## config.mk

```make
export PLATFORM = sky130hd
export DESIGN_NAME = fetch_ctrl
export DESIGN_NICKNAME = d
export VERILOG_FILES = /design/src/rtl/fetch_ctrl.sv
export SDC_FILE = /design/constraint.sdc
export NUM_CORES = 1
export LEC_CHECK = 0
export CAP_MARGIN = 20
export CELL_PAD_IN_SITES_DETAIL_PLACEMENT = 1
export CELL_PAD_IN_SITES_GLOBAL_PLACEMENT = 1
export CORE_MARGIN = 8
export CORE_UTILIZATION = 36
export DETAILED_ROUTE_END_ITERATION = 16
export PLACE_DENSITY_LB_ADDON = 0.3
export RECOVER_POWER = 25
export SLEW_MARGIN = 15
export SYNTH_ARGS = -nofsm -noshare
export SYNTH_HDL_FRONTEND = slang
export SYNTH_SLANG_ARGS = --single-unit
```

## constraint.sdc

```tcl
create_clock -name clk -period 3 [get_ports clk]
set_clock_uncertainty 0.2 [all_clocks]
set_input_delay 0.6 -clock clk [delete_from_list [all_inputs] [get_ports clk]]
set_output_delay 0.6 -clock clk [all_outputs]
set_load 0.01 [all_outputs]
```

## src/rtl/fetch_ctrl.sv

```systemverilog
`default_nettype none
// ============================================================================
// Module   : fetch_ctrl
// Purpose  : Instruction fetch sequencer with a 2-entry skid buffer toward decode.
// Revision : 1.0 - initial release
// ============================================================================
module fetch_ctrl #(
  parameter logic [31:0] RESET_PC  = 32'h0000_0000,
  parameter int          BUF_DEPTH = 2
) (
  input  logic        clk,
  input  logic        rst_n,
  output logic [31:0] imem_addr,
  input  logic [31:0] imem_rdata,
  input  logic        redirect_valid,
  input  logic [31:0] redirect_pc,
  input  logic        halt,
  output logic        idle,
  output logic        out_valid,
  input  logic        out_ready,
  output logic [31:0] out_instr,
  output logic [31:0] out_pc
);

  localparam logic [2:0] c_depth = 3'(BUF_DEPTH);

  logic [31:0] fetch_pc_q, fetch_pc_d;
  logic        inflight_q, inflight_d;
  logic [31:0] inflight_pc_q, inflight_pc_d;
  logic [1:0]  count_q, count_d;
  logic [31:0] e0_instr_q, e0_instr_d, e0_pc_q, e0_pc_d;
  logic [31:0] e1_instr_q, e1_instr_d, e1_pc_q, e1_pc_d;

  logic        w_pop;
  logic        w_issue;
  logic [2:0]  w_occ;
  logic [31:0] w_l0_instr, w_l0_pc, w_l1_instr, w_l1_pc;

  assign imem_addr = fetch_pc_q;
  assign idle      = halt & ~inflight_q & (count_q == 2'd0);

  // The returning word is visible at the head in its return cycle when the buffer is empty.
  always_comb begin
    out_valid = (count_q != 2'd0) | inflight_q;
    out_instr = 32'h0;
    out_pc    = 32'h0;
    if (count_q != 2'd0) begin
      out_instr = e0_instr_q;
      out_pc    = e0_pc_q;
    end else if (inflight_q) begin
      out_instr = imem_rdata;
      out_pc    = inflight_pc_q;
    end
  end

  assign w_pop   = out_valid & out_ready;
  assign w_occ   = {1'b0, count_q} + {2'b00, inflight_q} - {2'b00, w_pop};
  assign w_issue = ~redirect_valid & ~halt & (w_occ < c_depth);

  // Logical queue = stored entries followed by the returning word.
  always_comb begin
    w_l0_instr = imem_rdata;
    w_l0_pc    = inflight_pc_q;
    w_l1_instr = imem_rdata;
    w_l1_pc    = inflight_pc_q;
    if (count_q != 2'd0) begin
      w_l0_instr = e0_instr_q;
      w_l0_pc    = e0_pc_q;
    end
    if (count_q == 2'd2) begin
      w_l1_instr = e1_instr_q;
      w_l1_pc    = e1_pc_q;
    end
  end

  always_comb begin
    fetch_pc_d    = fetch_pc_q;
    inflight_d    = 1'b0;
    inflight_pc_d = inflight_pc_q;
    count_d       = w_occ[1:0];
    e0_instr_d    = e0_instr_q;
    e0_pc_d       = e0_pc_q;
    e1_instr_d    = e1_instr_q;
    e1_pc_d       = e1_pc_q;

    if (w_pop) begin
      e0_instr_d = w_l1_instr;
      e0_pc_d    = w_l1_pc;
    end else begin
      e0_instr_d = w_l0_instr;
      e0_pc_d    = w_l0_pc;
      e1_instr_d = w_l1_instr;
      e1_pc_d    = w_l1_pc;
    end

    if (redirect_valid) begin
      // The pop this cycle still completes; everything behind it is discarded.
      count_d    = 2'd0;
      inflight_d = 1'b0;
      fetch_pc_d = {redirect_pc[31:2], 2'b00};
    end else if (w_issue) begin
      inflight_d    = 1'b1;
      inflight_pc_d = fetch_pc_q;
      fetch_pc_d    = fetch_pc_q + 32'd4;
    end
  end

  always_ff @(posedge clk or negedge rst_n) begin
    if (!rst_n) begin
      fetch_pc_q    <= {RESET_PC[31:2], 2'b00};
      inflight_q    <= 1'b0;
      inflight_pc_q <= 32'h0;
      count_q       <= 2'd0;
      e0_instr_q    <= 32'h0;
      e0_pc_q       <= 32'h0;
      e1_instr_q    <= 32'h0;
      e1_pc_q       <= 32'h0;
    end else begin
      fetch_pc_q    <= fetch_pc_d;
      inflight_q    <= inflight_d;
      inflight_pc_q <= inflight_pc_d;
      count_q       <= count_d;
      e0_instr_q    <= e0_instr_d;
      e0_pc_q       <= e0_pc_d;
      e1_instr_q    <= e1_instr_d;
      e1_pc_q       <= e1_pc_d;
    end
  end

endmodule
`default_nettype wire

```

==> flow_summary_export.csv <==
group,metric,value,unit
clock_tree,cts_num_sinks,191,
pwr,power_density,1030,nW/um2
hold_path,holdPathEnd,"e1_pc_q[1]$_DFFE_PN0N_",
yosys,ys_async_sr_fraction,100,%
clock_tree,numCtsBuffers,17,
worst_setup_path,r2r_cells,13,
yosys,synth_common_cells,"dfrtp_1 (191), nor2_1 (137), nand2_1 (125), a22o_1 (63)",
route,wl,27000,um
route,antenna_left,0,
clock_tree,cts_tree,"yes",
global_route,grt_pass1_wl,44900,um
worst_setup_path,crit_path_cell_trace,"buf_8, nor2_2, and2_4, buf_4, buf_4, buf_4, a22o_1, dlygate4sd2_1",
pwr,power,12.3,mW
yosys,yosysTopAreaCell,"dfrtp_1",
yosys,yosys.area.top_type_share,53.9,%
clock_tree,clkTransAtPathRegs,70,ps
yosys,syn_area_per_cell,10.1,um2
sta,finalCritPeriodShare,98.1,%
worst_setup_path,cp_slowest_cell,"dfrtp_1",
sta,hold_viol_final,0,
route,drt-vias-per-instance,5.30,
worst_setup_path,r2r_start,"count_q[1]$_DFF_PN0_",
worst_setup_path,cp_max_fo,17,
clock_tree,clockBufferDepth,2,
clock_tree,cts_root_buffer,"clkbuf_16",
route,vias,7394,
place,post-place-ws,-487,ps
sta,setup_slack,57.4,ps
sta,fmax,340,MHz
yosys,synth_edf_count,0,
place,io_buffers,162,
outcome,violations,"capacitance limit, slew limit",
yosys,synthesis.instances,879,
place,globalplace.congestion,0.814,
clock_tree,clk-insertion-delay-late,440,ps
flow_run,drv_cap,1,
yosys,syn_area,8860,um2
sta,rsz0062_at_grt,"true",
hold_path,hold_path_class,"flip-flop to flip-flop",
global_route,grt.total_usage,18.3,%
worst_setup_path,slowest_delay,380,ps
sta,slew_violations,66,
sta,relSlewSlack,-18.1,%
clock_tree,htree_levels,4,
worst_setup_path,critPathCaptureType,"output port",
worst_setup_path,r2r-end,"imem_addr[17]$_DFFE_PN0P_",
layout,layout.nets,1129,
place,dp_hpwl,18400,um
layout,n_antenna_cell,0,
yosys,synth-seq-cells,191,
yosys,yosysWarnings,0,
outcome,status,"complete, but fails checks",
yosys,synthDistinctLibCells,53,
pwr,ir_drop,0.499,mV
hold_path,hp-start,"e1_pc_q[1]$_DFFE_PN0N_",
worst_setup_path,crit_arrival,2140,ps
global_route,antenna_found_initial,0,
route,drtIter0Drc,491,
worst_setup_path,cp-start-kind,"flip-flop",
worst_setup_path,reg2reg_slack,120,ps
route,wl_per_cell,19.3,um
worst_setup_path,cp.required,2200,ps
yosys,synth_area_leaders,"dfrtp_1 (54%), mux2_2 (7.9%), a22o_1 (6.2%)",
yosys,ys_seq_area_share,53.9,%
sta,tightestPinTransition,1770,ps
worst_setup_path,crit_path_frequent_cell,"buf_4",
global_route,grt_pass1_vias,8017,
die,fp.dieW,173,um
die,die_h,173,um
layout,num-fill-cells,2662,
die,start_util,36.5,%
yosys,yosysMostFrequentCell,"dfrtp_1",
hold_path,whs_path_depth,1,
sta,worst_hold_slack,302,ps
sta,min_period,2940,ps
pwr,p_leak,5.47,nW
die,num_io_pins,167,
die,die-area,29900,um2
layout,drive_gt1_share,17.2,%
layout,syn2layout_area_growth,33.6,%
yosys,ys.flop_type,"dfrtp_1",
global_route,globalRouteOverflowTotal,0,
global_route,grt_max_degree,71,
die,rows,57,
die,core_area,24200,um2
route,route.detailed.drc,0,
route,first_pass_iters,4,
worst_setup_path,crit_type,"flip-flop to output port",
sta,setup_viol,0,
[sequential cells by signal (all words and copies together) (netlist names)]
signal         flops
e0_instr_q        32
inflight_pc_q     30
e0_pc_q           32
inflight_q         1
e1_pc_q           32
count_q            2
imem_addr         30
e1_instr_q        32
[worst max-delay path: cells and delay by family, from the launching register on]
family                 cells  cell delay, ps
AND/OR/NAND/NOR            2             250
AO/OA/AOI/OAI              1             210
flip-flops                 1             380
buffers and inverters      5             880
[area by class of cell]
cell class	instances	area, um2	area share [%]
well taps	324	405	3.42
flip-flops and latches	191	4780	40.4
multi-input cells	614	3870	32.6
clock buffers	17	425	3.59
inverters	10	45.0	0.380
clock inverters	15	149	1.26
repair buffers	223	2170	18.3
[per-stage QoR]
stage,util (%),TNS [ps],cells,instance area [um2]
final,48.8,0,1394,11800
after global routing,48.8,-33.3,1394,11800
after CTS,48.2,0,1389,11700
after detailed placement,45.6,-16410,1346,11100
after global placement,45.6,-13120,1346,11100
after floorplan,-,0,880,8880
[worst max-delay path by stage]
stage                                    end  depth (start not counted)                  from
6_report                          out_pc[25]                          8  count_q[0]$_DFF_PN0_
2_1_floorplan  inflight_pc_q[10]$_DFFE_PN0P_                         14  count_q[0]$_DFF_PN0_
3_5_place_dp        imem_addr[4]$_DFFE_PN0P_                         13             out_ready
3_3_place_gp        imem_addr[8]$_DFFE_PN0P_                         13             out_ready
4_1_cts            imem_addr[17]$_DFFE_PN0P_                         13  count_q[0]$_DFF_PN0_
5_1_grt                           out_pc[25]                          8  count_q[0]$_DFF_PN0_
[layer usage]
layer / GRT usage [%] / part of all wire (%)
met2: 29.6 / 47
met4: 4.17 / 0.74
met3: 3.88 / 5.0
met5: 0 / 0
met1: 24.8 / 47
[placed cells by master (no fill, tap or decap), drive strengths merged, types with 13 or more instances in the layout]
cell type        n
a22o            63
buf             59
clkbuf          19
clkdlybuf4s50   98
dfrtp          191
dlygate4sd2     57
inv             17
mux2            62
nand2          125
nand3           24
nand4           13
nor2           137
o21ai           19
o22ai           62
[cell families after synthesis]
logic type      after synthesis  synth area share [%]
fa+ha+maj                     3                 0.508
compound gates              196                  16.1
mux                          62                  7.88
other cells                   1                0.0423
buf+inv                      75                  3.77
simple gates                349                  17.5
xor+xnor                      2                 0.198
flops                       191                  53.9
[where the power goes]
group,switching [mW],internal [mW]
Clock,1.06,1.17
Combinational,2.78,2.74
Sequential,0.838,3.66
Total,4.68,7.57
[timing repair]
item                                   in CTS  in global routing
gates resized for setup                    67                 40
endpoints found under the hold margin      29                  0
cloned                                      0                  1
setup endpoints to repair                  69                 55
hold buffers                                1                  0
setup buffers                              10                  4
pin swaps                                   0                  8
(Power assumes the default switching activity.)
